### src/rtl/flowing_led_scheduler.sv
// flowing_led_scheduler: steps one lit position across an LED bank in one of four patterns
module flowing_led_scheduler #(
  parameter int N_LED = 4,
  parameter int T_STEP = 5_000_000,
  parameter int T_ON = 1_250_000,
  parameter int CW = $clog2(T_STEP),
  parameter int PW = $clog2(N_LED)
) (
  input  logic             CLK,
  input  logic             RST,
  input  logic             start,
  input  logic             stop,
  input  logic             pause,
  input  logic [1:0]       mode,
  output logic [N_LED-1:0] LED_out,
  output logic [PW-1:0]    pos,
  output logic             step,
  output logic             busy
);
  typedef enum logic [1:0] {IDLE, RUN, PAUSE} state_t;
  localparam logic [PW-1:0] PMAX = PW'(N_LED - 1);
  state_t state;
  logic [CW-1:0] count;
  logic [1:0] mode_q;
  logic dir_up, wrap, lit, up_eff;
  logic [PW-1:0] pos_next;
  logic [N_LED-1:0] led_next;
  assign busy = state != IDLE;
  assign step = state == RUN && wrap;
  // step boundary, duty window, next pattern position and LED decode
  always_comb begin
    wrap = count == CW'(T_STEP - 1);
    lit = 32'(count) < T_ON;
    up_eff = pos == '0 ? 1'b1 : pos == PMAX ? 1'b0 : dir_up;
    pos_next = mode_q == 2'b00 ? (pos == PMAX ? '0 : pos + 1'b1)
             : mode_q == 2'b01 ? (pos == '0 ? PMAX : pos - 1'b1)
             : mode_q == 2'b10 ? (up_eff ? pos + 1'b1 : pos - 1'b1)
             : '0;
    led_next = !lit ? '0 : mode_q == 2'b11 ? '1 : N_LED'(1) << pos;
  end
  // sequencer state, step counter, pattern position and registered LED drive
  always_ff @(posedge CLK or posedge RST) begin
    if (RST) begin
      state <= IDLE;
      count <= '0;
      pos <= '0;
      dir_up <= 1'b1;
      mode_q <= 2'b00;
      LED_out <= '0;
    end else if (state == IDLE) begin
      LED_out <= '0;
      if (start && !stop) begin
        state <= RUN;
        mode_q <= mode;
        count <= '0;
        pos <= mode == 2'b01 ? PMAX : '0;
        dir_up <= 1'b1;
      end
    end else if (stop) begin
      state <= IDLE;
      count <= '0;
      pos <= '0;
      dir_up <= 1'b1;
      LED_out <= '0;
    end else begin
      state <= pause ? PAUSE : RUN;
      LED_out <= led_next;
      if (!pause) begin
        count <= wrap ? '0 : count + 1'b1;
        if (wrap) begin
          pos <= pos_next;
          dir_up <= up_eff;
        end
      end
    end
  end
endmodule

### config.mk
export PLATFORM = sky130hd
export DESIGN_NAME = flowing_led_scheduler
export DESIGN_NICKNAME = d
export VERILOG_FILES = /design/src/rtl/flowing_led_scheduler.sv
export SDC_FILE = /design/constraint.sdc
export NUM_CORES = 1
export LEC_CHECK = 0
export ABC_AREA = 1
export BUFFER_PORTS_ARGS = -buffer_cell sky130_fd_sc_hd__buf_2
export CORE_MARGIN = 4
export CORE_UTILIZATION = 45
export CTS_CLUSTER_SIZE = 10
export DETAILED_ROUTE_END_ITERATION = 7
export GPL_TIMING_DRIVEN = 0
export SYNTH_ARGS = -nofsm -noshare
export SYNTH_HDL_FRONTEND = slang
export SYNTH_SLANG_ARGS = --single-unit
### constraint.sdc
create_clock -name CLK -period 2 [get_ports CLK]
set_input_delay 0.1 -clock CLK [delete_from_list [all_inputs] [get_ports CLK]]
set_output_delay 0.1 -clock CLK [all_outputs]
set_load 0.01 [all_outputs]
==> qor.yml, run 1 <==
status: "completed"
setup.worst_path.class: "reg2out"
slew_viol_final: 0
rows: 25
slew_headroom_pct: 52.49
max_slew.worst_pin.slew_ns: 0.7116
startpoint: "count[0]$_DFFE_PP0P_"
setup_violations: 0
antenna_found_initial: 0
synth_fp_nets: 319
syn_area_per_cell_um2: 7.128
dp_slack_ns: 0.2810
synth_cell_types: 30
start_util_pct: 46.33
ant_nets: 0
critPathMaxStageDelay_ns: 0.38
final_cells: 397
hold_violations: 0
cp_max_fo: 3
min_period_ns: 1.827
rsz0062_at_grt: "false"
io_pins: 15
min_from: "pause"
fmax_ghz: 0.5472
power_density_mw_per_mm2: 711.6
cp.required_ns: 1.90
ys_warn_count: 0
fin_crit_sh_pct: 91.37
clk_pin_slew_ns: 0.08
via_per_inst: 4.869
seqCellArea_um2: 852.1
grt_pass1_vias: 1855
synth-seq-cells: 34
yosys-top-cells-area: "dfrtp_1, nand2_1, nor2_1"
cap_viol_max_count: 0
place_congestion: 0.8542
crit_top_cell: "nor3_2"
p_leak_uw: 0.001184
syn_area_mm2: 0.002188
reg2reg_from: "count[0]$_DFFE_PP0P_"
yosysTopAreaCell: "dfrtp_1"
vias: 1933
insertion_delay_ns: 0.29
totalWireLength_um: 5006
worst_hold_path_type: "in2reg"
grtUsageTotal_pct: 18.37
drt_pass1_iterations: 4
cp.arrival_ns: 1.73
dieHeight_um: 77.74
n_fill_cell: 474
ir_drop_mv: 0.3265
layout.nets: 341
grt_overflow: 0
syn_to_final_growth_pct: 12.92
final.setup.tns_ns: 0
drive_gt1_share_pct: 16.97
finClkSkew_ns: 0.007215
clkSinkCount: 34
cts_root_buffer: "clkbuf_8"
syn_inst: 307
fp.coreArea_mm2: 0.004723
startpoint_type: "flop"
finalWorstSetupSlack_ns: 0.1725
portBuffers: 14
hpwl_um: 3704
wl_per_cell_um: 12.61
cts_made_buffers: 5
cp_top_family: "simple AND/OR/NAND/NOR gates"
grt_pass1_wl_um: 8894
postCtsSetupBuffers: 0
h-tree-depth: 2
diodes: 0
synth_top_area_share_pct: 37.74
critical_path.slowest_cell: "dfrtp_1"
drcViolationCount: 0
seq_area_frac_synth_pct: 38.94
place_inst: 388
first_iter_violations: 126
die_w_um: 77.74
path_buf_inv: 2
multiInputGateArea_mm2: 0.001161
setup.worst_path.end_class: "primary output"
cts_buffer_depth: 2
cts_tree: "yes"
die-area_mm2: 0.006043
cp_cell_sequence: "ha_1, nand2_1, inv_2, nand3_2, nor3_2, nand4_1, nor3_2, buf_2"
grt_max_degree: 35
## state kept, by name, summed over array words and instances, names as in the netlist
name     count
pos          2
dir_up       1
LED_out      4
state        2
count       23
mode_q       2
## worst reg2reg max path, delay by kind of cell (launching register included)
family / cells / cell delay (ns)
AO/OA/AOI/OAI: 1 / 0.32
adder cells (fa/ha/maj): 1 / 0.18
buffers and inverters: 1 / 0.10
flip-flops: 1 / 0.38
AND/OR/NAND/NOR: 6 / 0.67
## final cells by class
cell class              count  share of cell area, %
plain buffers               4                  1.266
clock buffers               5                  2.785
clock inverters             3                  1.620
inverters                  41                  6.228
multi-input cells         228                  46.99
flip-flops and latches     34                  34.48
well taps                  67                  3.392
repair buffers             15                  3.241
## layer usage
layer | global-route usage (%) | part of all wire [%] | vias up | routed length, um
met5 | 0 | 0 | - | 0
met1 | 25.20 | 49 | 872 | 2441
met3 | 4.176 | 4.7 | 5 | 236
met4 | 5.160 | 0.88 | 0 | 44
met2 | 28.94 | 46 | 39 | 2283
li1 | - | - | 1017 | -
## placed cells by master (no fill, tap or decap), types with 6 or more instances in the layout
cell      n
inv_1    37
nor2_1   58
nand3_1  25
dfrtp_1  33
nand2_2   7
buf_2    15
a21oi_1   6
xor2_1    7
o21ai_0   9
nand4_1   7
nand2_1  73
## worst paths after layout
| kind | slack, ns | depth (start not counted) | to |
|---|---|---|---|
| worst min-delay path | 0.05 | 2 | state[0]$_DFFE_PP0P_ |
| min in group asynchronous | 0.48 | 3 | count[7]$_DFFE_PP0P_ |
| max in group asynchronous | 1.05 | 3 | count[14]$_DFFE_PP0P_ |
| worst min register to register | 0.50 | 2 | dir_up$_DFFE_PP1P_ |
| worst max register to register | 0.31 | 9 | pos[1]$_DFFE_PP0P_ |
| worst max-delay path | 0.17 | 8 | step |
## repair_timing
action	CTS	global route
hold buffers	0	1
resized for setup	0	3
endpoints found under the setup margin	0	1
hold endpoints to repair	0	19
## synth_stat cells, drive strengths merged
cell,count
nand2,83
nor2,66
inv,41
dfrtp,33
nand3,28
o21ai,10
nand4,8
a21oi,7
xor2,7
nor3,6
ha,5
buf,4
nor4,2
o211ai,2
a21boi,1
a22oi,1
a31oi,1
and3,1
dfstp,1
## report_power, final
part           internal (uW)  leakage [uW]  switching, uW
clock                    367     0.0000579            264
sequential               735      0.000462           41.8
combinational            121      0.000664            230
## through the flow
step | hold slack [ns] | total power, uW | area, um2 | util [%]
after detailed placement | 0.3489 | 1143 | 2342 | 49.59
after CTS | 0.03494 | 1783 | 2451 | 51.89
after global routing | 0.04162 | 1867 | 2471 | 52.32
after floorplan | 0.2079 | 1036 | 2188 | -
after global placement | 0.3552 | 1135 | 2342 | 49.59
final | 0.04693 | 1759 | 2471 | 52.32
## kinds of logic (layout without fill, tap and decap cells)
group | after synthesis | count (layout) | share of synthesized area [%]
compound gates | 22 | 22 | 6.061
xor+xnor | 7 | 7 | 2.802
fa+ha+maj | 5 | 5 | 2.859
buf+inv | 45 | 68 | 8.462
flops | 34 | 34 | 38.94
simple gates | 194 | 194 | 40.88
(Power assumes the default switching activity.)
==> run 2: changes to the inputs <==
--- a/config.mk
+++ b/config.mk
@@ -7,11 +7,13 @@
 export LEC_CHECK = 0
 export ABC_AREA = 1
 export BUFFER_PORTS_ARGS = -buffer_cell sky130_fd_sc_hd__buf_2
+export CORE_ASPECT_RATIO = 0.75
 export CORE_MARGIN = 4
 export CORE_UTILIZATION = 45
 export CTS_CLUSTER_SIZE = 10
 export DETAILED_ROUTE_END_ITERATION = 7
 export GPL_TIMING_DRIVEN = 0
+export SLEW_MARGIN = 20
 export SYNTH_ARGS = -nofsm -noshare
 export SYNTH_HDL_FRONTEND = slang
 export SYNTH_SLANG_ARGS = --single-unit
==> run 2 against run 1 <==
Effect of this change:
- sequential share of layout area increased by 0.57 points
- core utilization up 0.86 points
- cell area down 1.6%
- register-to-register slack about the same
- highest routed layer unchanged
- count of clock-buffer cells in the layout increased by 2
==> qor.yml, run 2 (synthesis results as in run 1) <==
totalWireLength_um: 4940  # -1.3%
clkSinkCount: 34  # unchanged
cp.arrival_ns: 1.79  # +0.06 ns
largest_register_ff_count: 23  # unchanged
slew_viol_final: 0  # unchanged
reg_top3: "count: 23 flops, LED_out: 4 flops"
hpwl_um: 3734  # +0.80%
syn_to_final_growth_pct: 11.09
cts_resized: 0  # unchanged
grt_pass1_vias: 1768  # -4.7%
finClkSkew_ns: 0.002206  # -0.005009 ns
clk_pin_slew_ns: 0.07  # about the same
antenna_found_initial: 0  # unchanged
n_fill_cell: 462  # -2.5%
ir_drop_mv: 0.2886  # -12%
cap_viol_max_count: 0  # unchanged
start_util_pct: 47.87  # +1.5 points
final_cell_mix: "nand2_1, nor2_1, inv_1, dfrtp_1, nand3_1"
drt_pass1_iterations: 5  # +1
min_period_ns: 1.885  # +0.05787 ns
fmax_ghz: 0.5304  # -3.1%
setup_violations: 0  # unchanged
cts_tree: "yes"
cp_cell_sequence: "ha_1, nand2_1, inv_1, nand3_2, nor3_1, nand4_1, nor3_1, buf_2"
grt_max_degree: 35  # unchanged
regMostFlops: "count"
rows: 21  # -16%
cts_buffer_depth: 2  # unchanged
portBuffers: 14  # unchanged
final_common_cell: "nand2_1"
via_per_inst: 4.953  # +1.7%
worst_hold_path_type: "in2reg"
first_iter_violations: 79  # -37%
fin_util_pct: 53.17  # +0.86 points
critical_path.slowest_cell: "dfrtp_1"
r2r_slack_ns: 0.30  # about the same
wl_per_cell_um: 12.76  # +1.2%
cts_hold_buf: 1  # +1
slew_headroom_pct: 51.34  # -1.2 points
place_congestion: 0.8908  # +4.3%
ant_nets: 0  # unchanged
die-area_mm2: 0.006054  # +0.19%
die_w_um: 88.53  # +14%
insertion_delay_ns: 0.28  # about the same
layout.nets: 341  # unchanged
rsz0062_at_grt: "false"
setup.worst_path.end_class: "primary output"
power_density_mw_per_mm2: 678.3  # -4.7%
io_pins: 15  # unchanged
postCtsSetupBuffers: 0  # unchanged
setup.worst_path.class: "reg2out"
crit_top_cell: "nor3_1"
grt_overflow: 0  # unchanged
h-tree-depth: 2  # unchanged
final.setup.tns_ns: 0  # unchanged
dieHeight_um: 68.39  # -12%
vias: 1917  # -0.83%
grt_pass1_wl_um: 8618  # -3.1%
diodes: 0  # unchanged
critPathMaxStageDelay_ns: 0.38  # about the same
grtUsageTotal_pct: 18.73  # +0.35 points
cp_max_fo: 3  # unchanged
cts_root_buffer: "clkbuf_8"
drcViolationCount: 0  # unchanged
max_slew.worst_pin.slew_ns: 0.7289  # +0.01730 ns
fin_crit_sh_pct: 94.27  # +2.9 points
cp.required_ns: 1.90  # about the same
hold_violations: 0  # unchanged
status: "completed"
startpoint_type: "flop"
cts_made_buffers: 5  # unchanged
p_leak_uw: 0.001175  # -0.70%
drive_gt1_share_pct: 15.76  # -1.2 points
fp.coreArea_mm2: 0.004572  # -3.2%
[run 2: cell count changes in the layout (fill, tap and decap cells not counted), sizes merged]
cell,change
bufinv,-1
clkinv,-1
clkbuf,+2
[run 2: per-stage QoR]
step                cells  hold WS, ns  setup WS, ns  cell area (um2)  power, uW
floorplan             307       0.2079        0.5665             2188       1036
detailed placement    378       0.2767        0.3334             2330       1139
CTS                   387      0.04361        0.1375             2431       1676
finish                387      0.05341        0.1146             2431       1649
global route          387      0.04831       0.03313             2431       1766
global placement      378       0.3580        0.3158             2330       1137
[run 2: power by group]
group          internal, uW  switching [uW]  leakage, uW  total (uW)
combinational           121             228     0.000665         350
sequential              735            37.8     0.000462         773
clock                   278             249    0.0000482         526
total                  1130             515      0.00118        1650
[run 2: final timing paths]
kind | startpoint | endpoint | cells past startpoint
worst max register to register | count[1]$_DFFE_PP0P_ | pos[1]$_DFFE_PP0P_ | 9
min in group asynchronous | RST | state[0]$_DFFE_PP0P_ | 3
worst min-delay path | pause | state[0]$_DFFE_PP0P_ | 2
max in group asynchronous | RST | count[20]$_DFFE_PP0P_ | 3
worst min register to register | dir_up$_DFFE_PP1P_ | dir_up$_DFFE_PP1P_ | 2
worst max-delay path | count[1]$_DFFE_PP0P_ | step | 8
[run 2: final cells by class]
type | count | area [um2] | share of cell area, %
Clock buffer | 7 | 86.33 | 3.551
Buffer | 4 | 31.28 | 1.287
Sequential cell | 34 | 852.1 | 35.05
Timing Repair Buffer | 15 | 80.08 | 3.294
Multi-Input combinational cell | 228 | 1151 | 47.35
Inverter | 41 | 153.9 | 6.330
Clock inverter | 1 | 5.005 | 0.2059
Tap cell | 57 | 71.32 | 2.934
[run 2: layer usage]
| layer | wire length, um | part of all wire [%] | GRT usage (%) | vias up |
|---|---|---|---|---|
| li1 | - | - | - | 1008 |
| met4 | 64 | 1.3 | 5.660 | 0 |
| met2 | 1953 | 40 | 26.49 | 42 |
| met3 | 243 | 4.9 | 3.610 | 7 |
| met1 | 2678 | 54 | 28.52 | 860 |
| met5 | 0 | 0 | 0 | - |
[run 2: worst max-delay path, delay by kind of cell, from the launching register on]
family	cells	cell delay, ns
fa+ha+maj	1	0.18
buf+inv	2	0.27
flops	1	0.38
simple gates	5	0.68
